===== config.mk =====
export PLATFORM = sky130hd
export DESIGN_NAME = common_bypass_arbiter
export DESIGN_NICKNAME = d
export VERILOG_FILES = /design/src/rtl/common_bypass_arbiter.sv
export SDC_FILE = /design/constraint.sdc
export NUM_CORES = 1
export LEC_CHECK = 0
export BUFFER_PORTS_ARGS = -buffer_cell sky130_fd_sc_hd__buf_2
export CAP_MARGIN = 15
export CORE_MARGIN = 4
export CORE_UTILIZATION = 40
export DETAILED_ROUTE_END_ITERATION = 10
export GPL_TIMING_DRIVEN = 0
export PLACE_DENSITY_LB_ADDON = 0.3
export SLEW_MARGIN = 20
export SYNTH_ARGS = -nofsm -noshare
export SYNTH_HDL_FRONTEND = slang
export SYNTH_SLANG_ARGS = --single-unit

===== constraint.sdc =====
create_clock -name clk -period 7.45 [get_ports clk]
set_input_delay 1.1175 -clock clk [delete_from_list [all_inputs] [get_ports clk]]
set_output_delay 1.1175 -clock clk [all_outputs]
set_load 0.1 [all_outputs]

===== src/rtl/common_bypass_arbiter.sv =====
// Zero-latency round-robin arbiter feeding one bypass-buffer input from NUM_REQ requesters.
// Grants stay locked through backpressure and for up to MAX_BURST beats before rotating.
module common_bypass_arbiter #(
  parameter int unsigned NUM_REQ    = 4,
  parameter int unsigned DATA_WIDTH = 32,
  parameter int unsigned ID_WIDTH   = 2,
  parameter int unsigned MAX_BURST  = 4
) (
  input  logic                          clk,
  input  logic                          resetn,
  input  logic [NUM_REQ*DATA_WIDTH-1:0] req_i_data,
  input  logic [NUM_REQ-1:0]            req_i_valid,
  output logic [NUM_REQ-1:0]            req_o_ready,
  output logic [DATA_WIDTH-1:0]         next_o_data,
  output logic                          next_o_valid,
  output logic [ID_WIDTH-1:0]           next_o_id,
  input  logic                          next_i_ready
);

  localparam int unsigned CntW = (MAX_BURST > 1) ? $clog2(MAX_BURST) : 1;
  localparam logic [CntW-1:0] CntLast = CntW'(MAX_BURST - 1);
  localparam logic [ID_WIDTH-1:0] IdLast = ID_WIDTH'(NUM_REQ - 1);

  typedef enum logic {StIdle, StLocked} mode_e;

  mode_e               mode_q, mode_d;
  logic [ID_WIDTH-1:0] owner_q, owner_d;
  logic [ID_WIDTH-1:0] ptr_q, ptr_d;
  logic [CntW-1:0]     cnt_q, cnt_d;

  logic                locked_hit;
  logic                grant_found;
  logic [ID_WIDTH-1:0] grant;
  logic [ID_WIDTH-1:0] cand;
  logic [CntW-1:0]     eff_cnt;
  logic                fire;
  logic                stall;

  function automatic logic [ID_WIDTH-1:0] wrap_inc(input logic [ID_WIDTH-1:0] v);
    return (v == IdLast) ? '0 : v + 1'b1;
  endfunction

  // Grant selection: a live lock wins, otherwise search from ptr with wrap.
  always_comb begin
    locked_hit  = (mode_q == StLocked) && req_i_valid[owner_q];
    grant_found = 1'b0;
    grant       = '0;
    cand        = '0;
    if (locked_hit) begin
      grant_found = 1'b1;
      grant       = owner_q;
    end else begin
      // Descending scan so the smallest offset from ptr is the last one kept.
      for (int k = int'(NUM_REQ) - 1; k >= 0; k--) begin
        cand = ID_WIDTH'((int'(ptr_q) + k) % int'(NUM_REQ));
        if (req_i_valid[cand]) begin
          grant_found = 1'b1;
          grant       = cand;
        end
      end
    end
    // A burst only continues when the lock is still being honoured.
    eff_cnt = locked_hit ? cnt_q : '0;
    fire    = grant_found & next_i_ready;
    stall   = grant_found & ~next_i_ready;
  end

  always_comb begin
    next_o_valid = resetn & grant_found;
    next_o_id    = (resetn && grant_found) ? grant : '0;
    next_o_data  = '0;
    req_o_ready  = '0;
    for (int i = 0; i < int'(NUM_REQ); i++) begin
      if (resetn && grant_found && (grant == ID_WIDTH'(i))) begin
        next_o_data    = req_i_data[i*int'(DATA_WIDTH) +: DATA_WIDTH];
        req_o_ready[i] = fire;
      end
    end
  end

  always_comb begin
    mode_d  = mode_q;
    owner_d = owner_q;
    ptr_d   = ptr_q;
    cnt_d   = cnt_q;
    if (!grant_found) begin
      mode_d = StIdle;
      cnt_d  = '0;
      // Only reachable from a lock when the owner has dropped.
      if (mode_q == StLocked) begin
        ptr_d = wrap_inc(owner_q);
      end
    end else if (stall) begin
      mode_d  = StLocked;
      owner_d = grant;
      cnt_d   = eff_cnt;
    end else if (eff_cnt == CntLast) begin
      mode_d = StIdle;
      cnt_d  = '0;
      ptr_d  = wrap_inc(grant);
    end else begin
      mode_d  = StLocked;
      owner_d = grant;
      cnt_d   = eff_cnt + 1'b1;
    end
  end

  always_ff @(posedge clk) begin
    if (!resetn) begin
      mode_q  <= StIdle;
      owner_q <= '0;
      ptr_q   <= '0;
      cnt_q   <= '0;
    end else begin
      mode_q  <= mode_d;
      owner_q <= owner_d;
      ptr_q   <= ptr_d;
      cnt_q   <= cnt_d;
    end
  end

endmodule


==> run_results.csv, run 1 <==
group,metric,value,unit
run_status,status,"finished, final reports clean",
global_routing,grt.overflow.total,0,
global_routing,grt_use_total,25.4,%
setup_path,slowest_stage,"buf_2",
clocking,clkSinkCount,7,
sta,worst_slew_pin_slew,507,ps
setup_path,reg2reg_to,"ptr_q[0]",
sta,fin_skew,4.16,ps
floorplanning,die_area,5630,µm²
sta,period_needed,5130,ps
routing,vias,3030,
sta,rsz0062_at_grt,"false",
routing,avgRoutedWirePerCell,14.3,µm
worst_hold_path,min_from,"cnt_q[1]",
clocking,clockRootBuffer,"clkbuf_8",
placement,io_buffer_count,173,
setup_path,crit_path_max_incr_delay,440,ps
final_layout,final_nets,650,
global_routing,grt_pass1_wl,11.6,mm
power,p_int,170,µW
floorplanning,pin_count,174,
global_routing,grt_antenna_before_repair,0,
setup_path,cp_top_family,"buffers and inverters",
synth,synth_cells,331,
final_layout,antenna_cells,0,
power,power.density,171,nW/µm²
power,p_clk_share,11.4,%
setup_path,cp-start-kind,"input pin",
clocking,tritoncts,"built",
power,leakagePower,0.00159,µW
synth,synth_area_per_cell,5.44,µm²
setup_path,crit_buf_inv,4,
setup_path,path_max_fanout,10,
routing,drt-total-wl,8.01,mm
floorplanning,core,4350,µm²
floorplanning,die_h,75.1,µm
setup_path,r2r_cells,8,
clocking,holdBufCountCts,0,
floorplanning,die_width,75.1,µm
clocking,cts_resized,0,
power,combPwrFrac,79.8,%
sta,hold_viol,0,
setup_path,worst-path-stages,13,
flow_run,drv_cap,0,
setup_path,cp-end-kind,"output port",
clocking,clockBufferDepth,2,
placement,routabilityCongestion,0.870,
setup_path,crit_type,"in2out",
global_routing,grt_pass1_vias,2650,
sta,setup_viol,0,
worst_hold_path,hold_end,"cnt_q[1]",
final_layout,drive_gt1_share,35.8,%
floorplanning,rows,24,
placement,dp_hpwl,6.35,mm
setup_path,cp_cell_sequence,"buf_2, mux2_2, a2bb2oi_1, o21ai_0, nand2_1, ha_1, clkbuf_1, clkbuf_1, a21oi_1, o21ai_0, a22oi_1, nor2_1, buf_2",
setup_path,critical_path_required,6330,ps
clocking,post-cts-setup-buffers,0,
routing,viasPerCell,5.41,
routing,dr.pass1.iters,5,
sta,holdWs,495,ps
clocking,clk_pin_slew,40,ps
power,swShare,64.2,%
synth,ys_types,34,
synth,yosysWarnings,0,
clocking,numCtsBuffers,3,
sta,slew_headroom,66.2,%
worst_hold_path,whs_path_depth,2,
floorplanning,start_util,41.3,%
power,p_sw,305,µW
worst_hold_path,hold_path_class,"reg2reg",
final_layout,final.fill_count,461,
setup_path,worstPathArrival,4010,ps
routing,antenna_left,0,
synth,synth-seq-cells,7,
final_layout,area_growth,54.2,%
global_routing,grt_max_degree,11,
sta,finalMaxSlewViolations,0,
power,pwr-share-seq,8.7,%
clocking,cts_max_level,1,
routing,drc,0,
power,irDropWorstVdd,0.119,mV
synth,ys_seq_area_share,7.79,%
clocking,insertion_delay,230,ps
sta,period_share,68.9,%
sta,fmax,0.195,GHz
setup_path,reg2reg_slack,5190,ps
setup_path,reg2reg_from,"owner_q[0]",
sta,tns,0,ps
synth,syn-cell-area,1800,µm²
routing,drt_iter0_markers,207,
synth,syn_nets,472,
==> routing by layer <==
metal,track usage (%),share of wire (%),vias up,routed length (µm)
met5,0,0,-,0
met3,3.47,10,5,802
met2,46.0,51,156,4050
met1,32.5,39,1368,3110
li1,-,-,1501,-
met4,3.56,0.55,0,44
==> tightest hold or removal path, stage by stage (launching register included) <==
cell	delay [ps]
dfxtp_1	300
nand2_1	60
o21ai_0	80
==> synthesized netlist by cell type <==
master	number	area [µm²]
dfxtp_1	7	140
and2_1	2	12.5
and3_1	5	31.3
mux2_2	1	11.3
or4_1	1	7.51
o221ai_1	1	8.76
o21bai_1	1	7.51
inv_1	37	139
buf_2	4	20.0
o2bb2ai_1	1	8.76
a22oi_1	32	240
nand4_1	2	12.5
ha_1	6	75.1
o221a_1	1	11.3
nor4b_1	1	8.76
a31oi_1	2	12.5
a211o_1	1	8.76
mux2i_1	3	30.0
a21oi_1	66	330
o21a_1	2	15.0
nand3_1	2	10.0
nand2_2	1	6.26
buf_1	4	15.0
nor2_1	36	135
nand2b_1	1	6.26
o21ai_0	37	185
nand2_1	42	158
nor4_1	2	12.5
a21boi_0	1	7.51
clkbuf_1	22	82.6
a2bb2oi_1	1	8.76
and2b_1	1	7.51
nor2b_1	4	25.0
o2111ai_1	1	8.76
==> layout make-up <==
class / count / area (µm²) / share of cell area (%)
multi-input combinational: 257 / 1400 / 50.5
timing repair buffer: 173 / 866 / 31.2
sequential: 7 / 140 / 5.05
inverter: 37 / 139 / 5.00
buffer: 30 / 118 / 4.24
tap: 52 / 65.1 / 2.34
clock buffer: 4 / 45.0 / 1.62
==> cell families (layout without fill, tap and decap cells) <==
logic type,Yosys count,count (layout),synth area share (%)
simple gates,100,100,24.1
buf+inv,67,244,14.3
compound gates,147,147,47.4
flops,7,7,7.79
mux,4,4,2.29
fa+ha+maj,6,6,4.17
==> cell usage in the layout (no fill, tap or decap), types with 2 or more instances in the layout <==
master    count
nand3_1       2
a31oi_1       2
clkbuf_8      3
a21oi_1      66
buf_2       177
o21a_1        2
nor2b_1       4
o21ai_0      37
dfxtp_1       7
clkbuf_1     23
a22oi_1      32
buf_1         4
nor4_1        2
nand2_1      42
and3_1        5
nand4_1       2
inv_1        37
ha_1          6
mux2i_1       3
nor2_1       36
and2_1        2
==> through the flow <==
step                      setup WS [ps]  instance area, µm²  instances  total power, µW  util, %
after floorplan                    2200                1800        331              333        -
after global placement             2400                2730        556              415     62.7
after detailed placement           2350                2730        556              419     62.7
after CTS                          2340                2780        560              473     63.7
after global routing               2090                2780        560              502     63.7
final                              2320                2780        560              475     63.7
==> power by group through the flow <==
stage,clock network [µW],logic (µW),registers [µW]
2_1_floorplan,0,291,41.3
3_3_place_gp,0,373,41.7
3_5_place_dp,0,377,41.8
4_1_cts,54.2,378,41.3
5_1_grt,56.3,404,41.7
6_report,54.4,379,41.4
==> sequential cells by signal, summed over array words and instances (netlist names) <==
| name | count |
|---|---|
| mode_q | 1 |
| ptr_q | 2 |
| cnt_q | 2 |
| owner_q | 2 |
==> worst max path at each step <==
stage                   startpoint               to  slack (ps)
CTS                 req_i_valid[1]  next_o_data[19]        2340
finish              req_i_valid[1]   next_o_data[8]        2320
global route        req_i_valid[3]  next_o_data[24]        2090
floorplan           req_i_valid[1]  next_o_data[15]        2200
detailed placement  req_i_valid[1]  next_o_data[19]        2350
global placement    req_i_valid[1]  next_o_data[13]        2400
(Power assumes the default switching activity.)
==> inputs of run 2 (changes only) <==
--- a/config.mk
+++ b/config.mk
@@ -5,10 +5,11 @@
 export SDC_FILE = /design/constraint.sdc
 export NUM_CORES = 1
 export LEC_CHECK = 0
+export ABC_AREA = 1
 export BUFFER_PORTS_ARGS = -buffer_cell sky130_fd_sc_hd__buf_2
 export CAP_MARGIN = 15
 export CORE_MARGIN = 4
-export CORE_UTILIZATION = 40
+export CORE_UTILIZATION = 44
 export DETAILED_ROUTE_END_ITERATION = 10
 export GPL_TIMING_DRIVEN = 0
 export PLACE_DENSITY_LB_ADDON = 0.3
==> constraint.sdc (replaced) <==
create_clock -name clk -period 4.85 [get_ports clk]
set_input_delay 0.7275 -clock clk [delete_from_list [all_inputs] [get_ports clk]]
set_output_delay 0.7275 -clock clk [all_outputs]
set_load 0.1 [all_outputs]
==> run_results.csv, run 2 <==
group,metric,value,unit
synth,synth_common_cells,"nand2_1 (173), inv_1 (103), nand4_1 (96), nor2_1 (49), nand3_1 (40)",
synth,synthFlopType,"dfxtp_1",
clocking,post-cts-setup-buffers,0,
global_routing,grt_use_total,26.0,%
final_layout,antenna_cells,0,
setup_path,critical_path_required,4120,ps
synth,ys_types,28,
sta,rsz0062_at_grt,"false",
setup_path,crit_top_cell,"nand2_1",
routing,avgRoutedWirePerCell,12.8,µm
synth,synth_edf_count,0,
floorplanning,die_h,86.7,µm
floorplanning,rows,28,
setup_path,r2r_cells,11,
floorplanning,pin_count,174,
clocking,clkSinkCount,7,
routing,dr.pass1.iters,5,
global_routing,grt_pass1_vias,3884,
routing,drt-total-wl,10.4,mm
sta,period_share,89.2,%
sta,fin_skew,1.97,ps
floorplanning,die_width,86.7,µm
clocking,insertion_delay,220,ps
final_layout,final_nets,876,
clocking,cts_resized,0,
final_layout,area_growth,36.9,%
sta,worst_slew_pin_slew,526,ps
global_routing,grt.overflow.total,0,
setup_path,worstPathArrival,3600,ps
placement,routabilityCongestion,0.971,
final_layout,reg_top3,"cnt_q x2, owner_q x2, ptr_q x2",
run_status,status,"finished, final reports clean",
sta,period_needed,4320,ps
floorplanning,die_area,7520,µm²
synth,synth_area_per_cell,4.89,µm²
synth,yosysTopAreaCell,"nand2_1",
sta,hold_viol,0,
clocking,tritoncts,"built",
setup_path,reg2reg_from,"owner_q[0]",
clocking,clk_pin_slew,40,ps
global_routing,grt_pass1_wl,16.5,mm
final_layout,mostFrequentLayoutCell,"buf_2",
global_routing,grt_antenna_before_repair,0,
setup_path,crit_path_max_incr_delay,470,ps
setup_path,crit_type,"in2out",
setup_path,cp-end-kind,"output port",
synth,synth_cells,557,
setup_path,slowest_stage,"clkbuf_1",
placement,io_buffer_count,173,
synth,yosysWarnings,0,
sta,slew_headroom,65.0,%
clocking,holdBufCountCts,0,
synth,syn-cell-area,2730,µm²
setup_path,cp-start-kind,"input pin",
synth,syn_nets,698,
clocking,clockRootBuffer,"clkbuf_8",
floorplanning,core,5960,µm²
routing,drc,0,
sta,tns,0,ps
clocking,clockBufferDepth,2,
setup_path,path_max_fanout,10,
worst_hold_path,hold_path_class,"reg2reg",
floorplanning,start_util,45.8,%
sta,fmax,0.231,GHz
setup_path,reg2reg_to,"ptr_q[1]",
worst_hold_path,whs_path_depth,2,
synth,ys_seq_area_share,5.14,%
routing,drt_iter0_markers,192,
worst_hold_path,hold_end,"owner_q[1]",
setup_path,reg2reg_slack,2690,ps
setup_path,cp_cell_sequence,"buf_2, inv_1, nand2_1, o211ai_1, nand2_1, nand2_1, or2_2, nand2_1, inv_1, ha_1, clkbuf_1, clkbuf_1, nand4_1, nand3_1, nand2_1, nand2_1, buf_2",
final_layout,drive_gt1_share,29.0,%
worst_hold_path,min_from,"owner_q[1]",
routing,vias,4239,
synth,synth_top_cell_area_share,23.8,%
synth,synth.area.top_cells,"nand2_1 (24%), nand4_1 (22%), inv_1 (14%)",
flow_run,drv_cap,0,
synth,yosysMostFrequentCell,"nand2_1",
clocking,numCtsBuffers,3,
final_layout,final_cell_mix,"buf_2 (182), nand2_1 (173), inv_1 (103)",
sta,finalMaxSlewViolations,0,
synth,synth-seq-cells,7,
global_routing,grt_max_degree,11,
placement,dp_hpwl,8.44,mm
sta,setup_viol,0,
routing,antenna_left,0,
routing,viasPerCell,5.24,
synth,ys_async_sr_fraction,0,%
clocking,cts_max_level,1,
-- run 2: cell count changes in the layout (fill, tap and decap cells not counted), sizes merged, moves of 16 or more --
| cell | change |
|---|---|
| o21ai | -33 |
| nand2 | +134 |
| nand3 | +41 |
| nor2 | +16 |
| a22oi | -32 |
| inv | +69 |
| a21oi | -62 |
| buf | +18 |
| nand4 | +94 |
-- run 2: final cells by class --
| class | count | area [µm²] |
|---|---|---|
| sequential | 7 | 140 |
| inverter | 116 | 438 |
| fill | 618 | 2230 |
| clock buffer | 4 | 45.0 |
| buffer | 47 | 268 |
| tap | 75 | 93.8 |
| multi-input combinational | 387 | 1880 |
| timing repair buffer | 173 | 866 |
-- run 2: kinds of logic after synthesis --
| kind of cell | after synthesis | share of synthesized area (%) |
|---|---|---|
| compound gates | 10 | 2.16 |
| xor+xnor | 1 | 0.321 |
| fa+ha+maj | 6 | 2.75 |
| buf+inv | 163 | 25.9 |
| flops | 7 | 5.14 |
| simple gates | 370 | 63.7 |
-- run 2: per-layer routing --
layer	share of wire, %	track usage (%)	vias to the layer above
li1	-	-	2128
met2	49	47.4	226
met3	8.3	3.14	23
met4	2.1	7.37	0
met5	0	0	-
met1	40	31.9	1862
-- run 2: worst max-delay path by stage --
stage,depth (start not counted),to,startpoint,slack [ps]
2_1_floorplan,16,req_o_ready[1],req_i_valid[3],580
3_3_place_gp,17,next_o_data[1],req_i_valid[1],620
3_5_place_dp,17,next_o_data[1],req_i_valid[1],570
4_1_cts,17,next_o_data[1],req_i_valid[1],560
5_1_grt,20,next_o_data[1],req_i_valid[3],230
6_report,17,next_o_data[1],req_i_valid[1],530
-- run 2: worst max-delay path: cells and delay by family --
kind / cells / cell delay (ps)
buf+inv: 6 / 1510
compound gates: 1 / 80
simple gates: 9 / 1100
fa+ha+maj: 1 / 170
-- run 2: metrics by stage --
step / setup slack [ps] / hold WS, ps / area (µm²) / util (%) / cells
after floorplan: 582 / 545 / 2730 / - / 557
after global placement: 616 / 582 / 3680 / 61.9 / 805
after detailed placement: 575 / 587 / 3680 / 61.9 / 805
after CTS: 564 / 596 / 3730 / 62.6 / 809
after global routing: 231 / 662 / 3730 / 62.6 / 809
final: 525 / 603 / 3730 / 62.6 / 809
Power of run 2 is not shown: default switching activity piles up to over one toggle a cycle in this logic, so the estimate is an artifact.
